`src/rtl/muldiv_unit.sv`:
```
// muldiv_unit: EX-stage HI/LO unit. Runs MULT/MULTU/DIV/DIVU as WIDTH-step
// iterative operations, performs MTHI/MTLO/MFHI/MFLO, and owns Hi/Lo.
module muldiv_unit #(
    parameter int WIDTH = 32,
    parameter int CNT_W = 6
) (
    input  logic             CLK,
    input  logic             RST,
    input  logic             Valid,
    input  logic [31:0]      Ins,
    input  logic [WIDTH-1:0] Rdata1,
    input  logic [WIDTH-1:0] Rdata2,
    output logic             Busy,
    output logic             Stall,
    output logic [WIDTH-1:0] Hi,
    output logic [WIDTH-1:0] Lo,
    output logic [WIDTH-1:0] MfData
);

    localparam logic [5:0] F_MFHI  = 6'h10;
    localparam logic [5:0] F_MTHI  = 6'h11;
    localparam logic [5:0] F_MFLO  = 6'h12;
    localparam logic [5:0] F_MTLO  = 6'h13;
    localparam logic [5:0] F_MULT  = 6'h18;
    localparam logic [5:0] F_MULTU = 6'h19;
    localparam logic [5:0] F_DIV   = 6'h1A;
    localparam logic [5:0] F_DIVU  = 6'h1B;

    typedef enum logic [1:0] {S_IDLE, S_MUL, S_DIV, S_FIX} state_t;

    state_t               state, next_state;
    logic [CNT_W-1:0]     counter;
    logic [2*WIDTH-1:0]   acc;        // MUL: {partial, multiplier}; DIV: {remainder, quotient}
    logic [WIDTH-1:0]     opnd;       // multiplicand or divisor magnitude
    logic [WIDTH-1:0]     raw_a;      // unmodified dividend for divide-by-zero
    logic                 op_div;
    logic                 neg_q;
    logic                 neg_r;
    logic                 div_zero;

    logic [5:0]           funct;
    logic                 r_form;
    logic                 hilo_op;
    logic                 accept;
    logic                 is_mul;
    logic                 is_div;
    logic                 is_signed;
    logic                 sign1;
    logic                 sign2;
    logic [WIDTH-1:0]     mag1;
    logic [WIDTH-1:0]     mag2;
    logic                 ins_unused;

    logic [WIDTH:0]       mul_sum;
    logic [2*WIDTH-1:0]   mul_next;
    logic [WIDTH:0]       div_shift;
    logic [WIDTH:0]       div_diff;
    logic [2*WIDTH-1:0]   div_next;
    logic [2*WIDTH-1:0]   prod_fixed;
    logic [WIDTH-1:0]     fix_hi;
    logic [WIDTH-1:0]     fix_lo;
    logic                 last_iter;

    assign funct      = Ins[5:0];
    assign r_form     = (Ins[31:26] == 6'b000000);
    assign ins_unused = ^Ins[25:6];

    // Instruction decode, operand magnitudes and handshake signals.
    always_comb begin
        // NOTE: every output of a combinational block gets a default first so no latch is inferred.
        hilo_op   = 1'b0;
        is_mul    = 1'b0;
        is_div    = 1'b0;
        is_signed = 1'b0;
        if (r_form) begin
            hilo_op   = (funct == F_MFHI) || (funct == F_MTHI) || (funct == F_MFLO) ||
                        (funct == F_MTLO) || (funct == F_MULT) || (funct == F_MULTU) ||
                        (funct == F_DIV)  || (funct == F_DIVU);
            is_mul    = (funct == F_MULT) || (funct == F_MULTU);
            is_div    = (funct == F_DIV)  || (funct == F_DIVU);
            is_signed = (funct == F_MULT) || (funct == F_DIV);
        end
        sign1  = is_signed & Rdata1[WIDTH-1];
        sign2  = is_signed & Rdata2[WIDTH-1];
        mag1   = sign1 ? (WIDTH'(0) - Rdata1) : Rdata1;
        mag2   = sign2 ? (WIDTH'(0) - Rdata2) : Rdata2;
        accept = Valid & ~Busy & hilo_op;
        Stall  = Valid & Busy & hilo_op;
    end

    // One shift-add / shift-subtract step plus the final sign correction.
    always_comb begin
        mul_sum    = {1'b0, acc[2*WIDTH-1:WIDTH]} + {1'b0, (acc[0] ? opnd : WIDTH'(0))};
        mul_next   = {mul_sum, acc[WIDTH-1:1]};
        div_shift  = acc[2*WIDTH-1:WIDTH-1];
        div_diff   = div_shift - {1'b0, opnd};
        div_next   = div_diff[WIDTH] ? {div_shift[WIDTH-1:0], acc[WIDTH-2:0], 1'b0}
                                     : {div_diff[WIDTH-1:0],  acc[WIDTH-2:0], 1'b1};
        prod_fixed = neg_q ? ((2*WIDTH)'(0) - acc) : acc;
        fix_hi     = prod_fixed[2*WIDTH-1:WIDTH];
        fix_lo     = prod_fixed[WIDTH-1:0];
        if (op_div) begin
            if (div_zero) begin
                fix_hi = raw_a;
                fix_lo = '1;
            end else begin
                fix_hi = neg_r ? (WIDTH'(0) - acc[2*WIDTH-1:WIDTH]) : acc[2*WIDTH-1:WIDTH];
                fix_lo = neg_q ? (WIDTH'(0) - acc[WIDTH-1:0]) : acc[WIDTH-1:0];
            end
        end
        last_iter = (counter == CNT_W'(WIDTH - 1));
    end

    // MFHI/MFLO read port.
    always_comb begin
        MfData = '0;
        if (Valid && r_form && funct == F_MFHI) MfData = Hi;
        if (Valid && r_form && funct == F_MFLO) MfData = Lo;
    end

    // Next-state logic for the operation sequencer.
    always_comb begin
        next_state = state;
        case (state)
            S_IDLE: begin
                if (accept && is_mul) next_state = S_MUL;
                if (accept && is_div) next_state = S_DIV;
            end
            S_MUL, S_DIV: if (last_iter) next_state = S_FIX;
            S_FIX:        next_state = S_IDLE;
            default:      next_state = S_IDLE;
        endcase
    end

    // State register and registered Busy.
    always_ff @(posedge CLK or negedge RST) begin
        if (!RST) begin
            // NOTE: sequential state uses non-blocking assignments so all flops update together.
            state <= S_IDLE;
            Busy  <= 1'b0;
        end else begin
            state <= next_state;
            Busy  <= (next_state != S_IDLE);
        end
    end

    // Datapath: operand capture, iteration, result writeback and moves.
    always_ff @(posedge CLK or negedge RST) begin
        if (!RST) begin
            // NOTE: the accumulators are plain registers, not a memory, so they are cleared here too.
            Hi       <= '0;
            Lo       <= '0;
            counter  <= '0;
            acc      <= '0;
            opnd     <= '0;
            raw_a    <= '0;
            op_div   <= 1'b0;
            neg_q    <= 1'b0;
            neg_r    <= 1'b0;
            div_zero <= 1'b0;
        end else begin
            case (state)
                S_IDLE: begin
                    if (accept) begin
                        if (funct == F_MTHI) Hi <= Rdata1;
                        if (funct == F_MTLO) Lo <= Rdata1;
                        if (is_mul || is_div) begin
                            counter  <= '0;
                            op_div   <= is_div;
                            neg_q    <= sign1 ^ sign2;
                            neg_r    <= is_div & sign1;
                            div_zero <= is_div & (Rdata2 == '0);
                            raw_a    <= Rdata1;
                            acc      <= is_div ? {WIDTH'(0), mag1} : {WIDTH'(0), mag2};
                            opnd     <= is_div ? mag2 : mag1;
                        end
                    end
                end
                S_MUL: begin
                    acc     <= mul_next;
                    counter <= counter + 1'b1;
                end
                S_DIV: begin
                    acc     <= div_next;
                    counter <= counter + 1'b1;
                end
                S_FIX: begin
                    Hi      <= fix_hi;
                    Lo      <= fix_lo;
                    counter <= '0;
                end
                default: counter <= '0;
            endcase
        end
    end

endmodule

```
`config.mk`:
```
export PLATFORM = sky130hd
export DESIGN_NAME = muldiv_unit
export DESIGN_NICKNAME = d
export VERILOG_FILES = /design/src/rtl/muldiv_unit.sv
export SDC_FILE = /design/constraint.sdc
export NUM_CORES = 1
export LEC_CHECK = 0
export CORE_UTILIZATION = 50
export DETAILED_ROUTE_END_ITERATION = 10
export HOLD_SLACK_MARGIN = 0.02
export PLACE_DENSITY = 0.72
export SLEW_MARGIN = 25
export SYNTH_ARGS = -nofsm -noshare
export SYNTH_HDL_FRONTEND = slang
export SYNTH_SLANG_ARGS = --single-unit
```
`constraint.sdc`:
```
create_clock -name CLK -period 3.8 [get_ports CLK]
set_input_delay 1.14 -clock CLK [delete_from_list [all_inputs] [get_ports CLK]]
set_output_delay 1.14 -clock CLK [all_outputs]
set_load 0.005 [all_outputs]
```
==> results of run 1 <==
==> synthesized netlist by cell type, drive strengths merged, types with 7 or more instances <==
library cell    n
nand2         321
o21ai         235
nor2          224
dfrtp         205
a21oi         168
clkbuf        145
xnor2         113
ha             73
inv            73
mux2i          72
xor2           63
o211ai         59
nand3          47
o22ai          39
o31ai          34
nor3           33
a22oi          31
buf            25
a211oi         23
o41ai          23
a22o           21
or3            21
or4            19
a31oi          18
and3           18
nor4           18
a21o           15
nand4          14
nand2b         13
a221o          12
nand3b         10
o21a            9
a221oi          8
o21bai          8
and2            7
nor2b           7
o221ai          7
==> critical path: cells and delay by family <==
kind          cells  cell delay [ps]
simple gates      3              590
buf+inv           6             1200
==> state kept, by name, indices dropped and copies added (netlist names), 2 cells and up <==
register / count
opnd: 32
counter: 6
Hi: 32
raw_a: 32
acc: 64
Lo: 32
state: 2
==> power by group <==
part	internal, mW	total, mW	leakage [nW]	switching [mW]
combinational	0.307	0.705	6.84	0.398
clock	1.28	2.28	0.364	0.999
sequential	2.23	2.28	2.60	0.0534
==> worst max-delay path by stage <==
stage | from | slack, ps | to
after floorplan | Ins[29] | 160 | MfData[10]
after global placement | Ins[29] | -800 | MfData[30]
after detailed placement | Ins[29] | -890 | MfData[27]
after CTS | Ins[30] | -350 | MfData[2]
after global routing | Ins[28] | -340 | MfData[13]
final | Valid | -300 | MfData[13]
==> kinds of logic (layout without fill, tap and decap cells) <==
kind of cell             count (synthesis)  in the layout  synth area share [%]
XOR/XNOR                               176            176                  8.77
adder cells (fa/ha/maj)                 75             75                  5.40
multiplexers                            75             75                  4.27
AO/OA/AOI/OAI                          756            756                  27.4
flip-flops                             205            205                  29.0
buffers and inverters                  244            582                  5.31
AND/OR/NAND/NOR                        771            771                  19.8
==> layout make-up <==
class                      count  area share, %
inverter                      74           1.22
sequential                   205           22.5
clock inverter                 9          0.351
tap                          455           2.50
multi-input combinational   1853           52.2
timing repair buffer         468           18.3
clock buffer                  31           2.88
==> metrics by stage <==
stage	power (mW)	utilization [%]
floorplan	2.60	-
global placement	2.99	62.3
detailed placement	3.00	62.3
CTS	5.25	65.3
global route	5.42	65.9
finish	5.27	65.9
==> layout by cell type (no fill, tap or decap), types with 13 or more instances in the layout <==
cell type	n
sky130_fd_sc_hd__clkbuf_16	27
sky130_fd_sc_hd__a211oi_1	22
sky130_fd_sc_hd__xnor2_1	113
sky130_fd_sc_hd__nand2_1	317
sky130_fd_sc_hd__nand4_1	14
sky130_fd_sc_hd__clkdlybuf4s50_1	133
sky130_fd_sc_hd__nand3_1	45
sky130_fd_sc_hd__inv_1	72
sky130_fd_sc_hd__nand2b_1	13
sky130_fd_sc_hd__xor2_1	61
sky130_fd_sc_hd__nor3_1	31
sky130_fd_sc_hd__a31oi_1	17
sky130_fd_sc_hd__ha_1	72
sky130_fd_sc_hd__and3_1	14
sky130_fd_sc_hd__or4_1	16
sky130_fd_sc_hd__a22oi_1	31
sky130_fd_sc_hd__o22ai_1	38
sky130_fd_sc_hd__nor2_1	201
sky130_fd_sc_hd__o211ai_1	59
sky130_fd_sc_hd__o41ai_1	17
sky130_fd_sc_hd__dfrtp_1	204
sky130_fd_sc_hd__mux2i_1	72
sky130_fd_sc_hd__a21oi_1	167
sky130_fd_sc_hd__o31ai_1	31
sky130_fd_sc_hd__o21ai_1	32
sky130_fd_sc_hd__buf_4	258
sky130_fd_sc_hd__a22o_1	21
sky130_fd_sc_hd__or3_1	18
sky130_fd_sc_hd__buf_6	14
sky130_fd_sc_hd__a21o_1	14
sky130_fd_sc_hd__nor2_2	15
sky130_fd_sc_hd__buf_12	18
sky130_fd_sc_hd__o21ai_0	201
sky130_fd_sc_hd__buf_2	20
==> metal layers <==
| metal | vias to the layer above | wire length, um | global-route usage [%] |
|---|---|---|---|
| met3 | 239 | 7850 | 8.39 |
| met1 | 9499 | 29800 | 53.4 |
| met5 | - | 13 | 0 |
| li1 | 8972 | - | - |
| met4 | 2 | 4040 | 19.4 |
| met2 | 1122 | 31900 | 60.3 |
==> repair_timing <==
| action | in CTS | in global routing |
|---|---|---|
| endpoints found under the setup margin | 33 | 153 |
| gates resized for setup | 168 | 62 |
| cloned | 1 | 2 |
| pin swaps | 26 | 16 |
| setup buffers | 28 | 6 |
==> run summary, run 1 <==
STATUS
--------------------------------------------------------------------------------
Result of the run                                                   finished, violations left
Failing checks                                                      negative setup slack

ROUTE
--------------------------------------------------------------------------------
Via count of the routed design                                             19800
Post-detailed-route DRC marker count                                           0
Average via count per standard cell                                         6.41
Detailed-route wire length per cell                                      23.8 um
Total length of routed wires                                             73.6 mm
Antenna viol nets, final                                                       0
Starting DRC count in detailed routing                                      1899
Drt pass-1 iters                                                               8

TIMING
--------------------------------------------------------------------------------
Share of the cycle needed by the critical path after routing                108%
Final critical-path setup slack                                          -296 ps
Final count of hold timing violations                                          0
Setup repair after global routing missed its margin                          yes
Transition time of the tightest slew-check pin                            860 ps
Worst Hold Margin                                                         466 ps
Final count of pins violating max slew                                         0
Total of endpoints with negative setup slack in the final report              32
Maximum clock frequency                                                0.244 GHz
Max-slew headroom                                                          41.8%
Min cycle time layout                                                    4100 ps
Clock Skews                                                              12.5 ps
Total negative slack                                                    -6810 ps

FINISH
--------------------------------------------------------------------------------
Finished Cell Area                                                     22800 um2
Final Instance Count excl. Fillers                                          3095
Fin nets                                                                    2801
Share of post-route cells with drive strength above 1                      17.2%
Layout-stage area growth over the synthesis result                         29.1%
ANT cells                                                                      0
Final-layout fill cell count                                                3004
Area taken by multi-input logic gates                                  11900 um2
Area used by sequential logic in the layout                             5130 um2

FLOORPLANNING
--------------------------------------------------------------------------------
X dimension of the die                                                    190 um
Top-Level Pins                                                               197
Starting utilization of the core area                                      51.0%
Core Rows                                                                     68
Vert. Die Dim                                                             190 um
Die Area                                                               36100 um2
Core area                                                              34600 um2

PLACEMENT
--------------------------------------------------------------------------------
Post-place instance area                                               21600 um2
Placed Cells incl. Taps                                                     3028
Post-placement setup slack                                               -889 ps
Number of buffers added on ports                                             176
Detailed placer's ending HPWL                                            56.0 mm
GPL Wtd Cong                                                                1.07

LOGIC SYNTHESIS
--------------------------------------------------------------------------------
Cell type with the largest total area after synthesis               sky130_fd_sc_hd__dfrtp_1
Post-synthesis net count                                                    2476
Post-synth top flop                                                 sky130_fd_sc_hd__dfrtp_1
Post-synthesis cell area                                               17700 um2
Sequential area share after synthesis                                      29.0%
Synthesized instance count                                                  2302
Fraction of registers with async set or reset after synthesis               100%
Number of warnings printed during yosys synthesis                              0
Number of enable-type register cells in the synthesized netlist                0
Syn Area/Cell                                                           7.67 um2
Most area-consuming cells after synthesis                           sky130_fd_sc_hd__dfrtp_1 (29%), sky130_fd_sc_hd__nand2_1 (6.8%), sky130_fd_sc_hd__o21ai_0 (5.8%)
Number of different library cells in the post-synthesis netlist               88
Synth top area share                                                       29.0%
Seq cells post-synth                                                         205

SETUP PATH
--------------------------------------------------------------------------------
WP data arrival                                                          2960 ps
Capture point of the worst reg-to-reg path                               acc[56]
Largest fanout on the critical path                                            3
Cell with the biggest individual delay on the critical path         sky130_fd_sc_hd__clkdlybuf4s50_1
Required time at the worst-slack endpoint                                2660 ps
Sort of element at the end of the critical path                      output port
Reg2Reg Depth                                                                 14
Chain of cells forming the critical path                            clkdlybuf4s50_1, nand2_2, or3_4, buf_16, buf_6, buf_6, buf_6, nor2_1, buf_2
Worst setup slack for register-to-register paths                          190 ps
Highest cell delay on the worst timing path                               610 ps
Reg-to-reg startpoint                                                     acc[0]
Most used cell, CP                                                  sky130_fd_sc_hd__buf_6
Startpoint class of the critical path                                  input pin
Kind of critical path                                                     in2out

PWR
--------------------------------------------------------------------------------
Power per unit of standard cell area                                  231 nW/um2
Total leakage power                                                      9.81 nW
Worst-case vdd ir drop                                                0.000356 V

GLOBAL ROUTING
--------------------------------------------------------------------------------
GRT Resource Usage Total                                                   39.7%
Number of antenna violations at the first check in global routing              1
GRT Residual Overflow                                                          0
Global-route wire length before repair                                    110 mm
Via count of the first global-routing pass                                 18600
Largest net degree at the start of global routing                             67

CLOCK NETWORK
--------------------------------------------------------------------------------
Hold-fix buffer count after cts                                                0
CTS clock-pin slew for the worst setup and hold paths                      60 ps
Clock Sink Count                                                             205
TritonCTS buffer count                                                        25
H-tree depth                                                                   1
Clk root buf                                                        sky130_fd_sc_hd__clkbuf_16
Clock latency reported for the late side of the worst-skew pair           550 ps
Clock tree from TritonCTS                                                  built
Longest Clk Path Bufs                                                          3

HOLD PATH
--------------------------------------------------------------------------------
Number of instances on the worst hold path                                     2
Worst hold path type                                                     reg2reg
Worst min-delay path endpoint                                          raw_a[25]
Hold Crit Start                                                        raw_a[25]

JOB
--------------------------------------------------------------------------------
MaxCap Viol Count                                                              0

(Power assumes the default switching activity.)
==> run 2: changes to the inputs <==
--- a/config.mk
+++ b/config.mk
@@ -9,6 +9,7 @@
 export DETAILED_ROUTE_END_ITERATION = 10
 export HOLD_SLACK_MARGIN = 0.02
 export PLACE_DENSITY = 0.72
+export REMOVE_ABC_BUFFERS = 1
 export SLEW_MARGIN = 25
 export SYNTH_ARGS = -nofsm -noshare
 export SYNTH_HDL_FRONTEND = slang
==> run 2 against run 1 <==
The flow still finishes with violations (negative setup slack). Power rose by 5.8%. Combinational power fell by 7.4%. Die area is the same. Clock skew about the same. Clock power grew 16%. Via count is 0.82% lower. Count of clock-buffer cells in the layout increased by 4. Fmax fell by 3.1%. Sequential power about the same. Critical endpoint is now MfData[7]. Worst hold slack got worse by 2.3 ps. Critical path depth grew 3. First-iteration DRC count up 9.4%.
==> run summary, run 2 (synthesis results as in run 1) <==
SETUP PATH
----------------------------------------------------------------------------------
Worst setup slack for register-to-register paths                            250 ps
Capture point of the worst reg-to-reg path                                  Hi[15]
Required time at the worst-slack endpoint                                  2660 ps
Reg2Reg Depth                                                                   10
WP data arrival                                                            3090 ps
Beginning of the critical path                                             Ins[29]
Crit path to                                                             MfData[7]
Reg-to-reg startpoint                                                       acc[9]
Largest fanout on the critical path                                              4
Kind of critical path                                                       in2out
Startpoint class of the critical path                                    input pin
Sort of element at the end of the critical path                        output port

GLOBAL ROUTING
----------------------------------------------------------------------------------
Met1 usage                                                                   46.6%
Met3 Use GR                                                                  4.19%
Most congested layer reported by global routing                               met2
GRT Residual Overflow                                                            0
Number of antenna violations at the first check in global routing                1
GRT Resource Usage Total                                                     36.7%
Met2 track demand over resource in global routing                            60.5%
Largest net degree at the start of global routing                               84
Via count of the first global-routing pass                                   18700
Global-route wire length before repair                                      104 mm

FLOORPLANNING
----------------------------------------------------------------------------------
Starting utilization of the core area                                        51.0%
Vert. Die Dim                                                               190 um
Top-Level Pins                                                                 197
Core area                                                                34600 um2
Die Area                                                                 36100 um2
Core Rows                                                                       68
X dimension of the die                                                      190 um

PWR
----------------------------------------------------------------------------------
Power per unit of standard cell area                                    242 nW/um2
Worst-case vdd ir drop                                                  0.000334 V
Post-route total power                                                     5.57 mW
Total leakage power                                                        9.82 nW

CLOCK NETWORK
----------------------------------------------------------------------------------
Clk root buf                                                          sky130_fd_sc_hd__clkbuf_16
CTS clock-pin slew for the worst setup and hold paths                        50 ps
H-tree depth                                                                     1
Longest Clk Path Bufs                                                            3
Clock latency reported for the late side of the worst-skew pair             530 ps
Clock tree from TritonCTS                                                    built
TritonCTS buffer count                                                          25
Clock Sink Count                                                               205
Hold-fix buffer count after cts                                                  0

FINISH
----------------------------------------------------------------------------------
Top register by number of flip-flops                                           acc
Flip-flop count of the largest register, all copies and words added             64
Top library cells by usage in the layout, fill and taps aside         sky130_fd_sc_hd__nand2_1 (318), sky130_fd_sc_hd__buf_4 (208), sky130_fd_sc_hd__dfrtp_1 (204), sky130_fd_sc_hd__o21ai_0 (201), sky130_fd_sc_hd__nor2_1 (200)
ANT cells                                                                        0
Share of post-route cells with drive strength above 1                        16.8%
Fin nets                                                                      2770
Most common library cell in the layout ignoring fill and taps         sky130_fd_sc_hd__nand2_1
Layout-stage area growth over the synthesis result                           30.2%

TIMING
----------------------------------------------------------------------------------
Final count of pins violating max slew                                           0
Min cycle time layout                                                      4230 ps
Clock Skews                                                                12.8 ps
Final count of hold timing violations                                            0
Max-slew headroom                                                            40.5%
Maximum clock frequency                                                  0.237 GHz
Setup repair after global routing missed its margin                            yes
Total of endpoints with negative setup slack in the final report                47
Transition time of the tightest slew-check pin                              891 ps
Share of the cycle needed by the critical path after routing                  111%
Total negative slack                                                      -8980 ps
Final critical-path setup slack                                            -428 ps

PLACEMENT
----------------------------------------------------------------------------------
Number of buffers added on ports                                               176
Detailed placer's ending HPWL                                              49.5 mm
GPL Wtd Cong                                                                 0.976

STATUS
----------------------------------------------------------------------------------
Result of the run                                                     finished, violations left
Failing checks                                                        negative setup slack

ROUTE
----------------------------------------------------------------------------------
Post-detailed-route DRC marker count                                             0
Via count of the routed design                                               19700
Antenna viol nets, final                                                         0
Average via count per standard cell                                           6.41
Starting DRC count in detailed routing                                        2077
Detailed-route wire length per cell                                        22.9 um
Total length of routed wires                                               70.4 mm
Drt pass-1 iters                                                                 6

JOB
----------------------------------------------------------------------------------
MaxCap Viol Count                                                                0

HOLD PATH
----------------------------------------------------------------------------------
Worst hold path type                                                       reg2reg

==> run 2: worst min path at each step <==
stage,slack [ps],cells after the start,startpoint,to
final,460,2,raw_a[25],raw_a[25]
after global routing,490,2,raw_a[25],raw_a[25]
after CTS,460,2,raw_a[25],raw_a[25]
after detailed placement,450,2,raw_a[25],raw_a[25]
after global placement,440,2,raw_a[25],raw_a[25]
after floorplan,430,2,raw_a[25],raw_a[25]
==> run 2: worst max-delay path, cell delays in order <==
cell and delay, ps:
sky130_fd_sc_hd__buf_8 100, sky130_fd_sc_hd__nor4_4 290, sky130_fd_sc_hd__and3_4 240, sky130_fd_sc_hd__nand2_2 60, sky130_fd_sc_hd__or3_4 440, sky130_fd_sc_hd__buf_12 160, sky130_fd_sc_hd__buf_16 120, sky130_fd_sc_hd__buf_6 110
sky130_fd_sc_hd__buf_6 110, sky130_fd_sc_hd__buf_6 110, sky130_fd_sc_hd__nor2_4 100, sky130_fd_sc_hd__buf_6 100
==> run 2: timing repair <==
action / in CTS / in global routing
endpoints found under the setup margin: 33 / 161
buffers inserted: 36 / 16
pin swaps: 23 / 11
gates cloned: 3 / 11
resized for setup: 164 / 101
==> run 2: area by class of cell <==
type | instances | area [um2]
well taps | 455 | 569
fillers | 2810 | 11600
multi-input cells | 1854 | 12000
flip-flops and latches | 205 | 5130
clock buffers | 35 | 743
clock inverters | 10 | 159
inverters | 74 | 282
repair buffers | 436 | 4130
==> run 2: routing by layer <==
metal,up-vias,routed length (um)
li1,8906,-
met1,9401,27500
met2,1107,32200
met3,255,6120
met4,2,4580
met5,-,11
==> run 2: per-stage QoR <==
| stage | setup slack (ps) | cell area [um2] | cells | utilization [%] | hold WS (ps) |
|---|---|---|---|---|---|
| 2_1_floorplan | -737 | 17000 | 2132 | - | 433 |
| 3_3_place_gp | -707 | 21100 | 2961 | 61.0 | 443 |
| 3_5_place_dp | -773 | 21100 | 2961 | 61.0 | 451 |
| 4_1_cts | -334 | 22400 | 3045 | 64.8 | 463 |
| 5_1_grt | -452 | 23000 | 3069 | 66.4 | 490 |
| 6_report | -428 | 23000 | 3069 | 66.4 | 463 |
==> run 2: where the power goes <==
| part | switching (mW) | total [mW] | internal, mW |
|---|---|---|---|
| Clock | 1.01 | 2.64 | 1.63 |
| Combinational | 0.359 | 0.653 | 0.294 |
| Sequential | 0.0534 | 2.28 | 2.23 |
| Total | 1.42 | 5.57 | 4.15 |
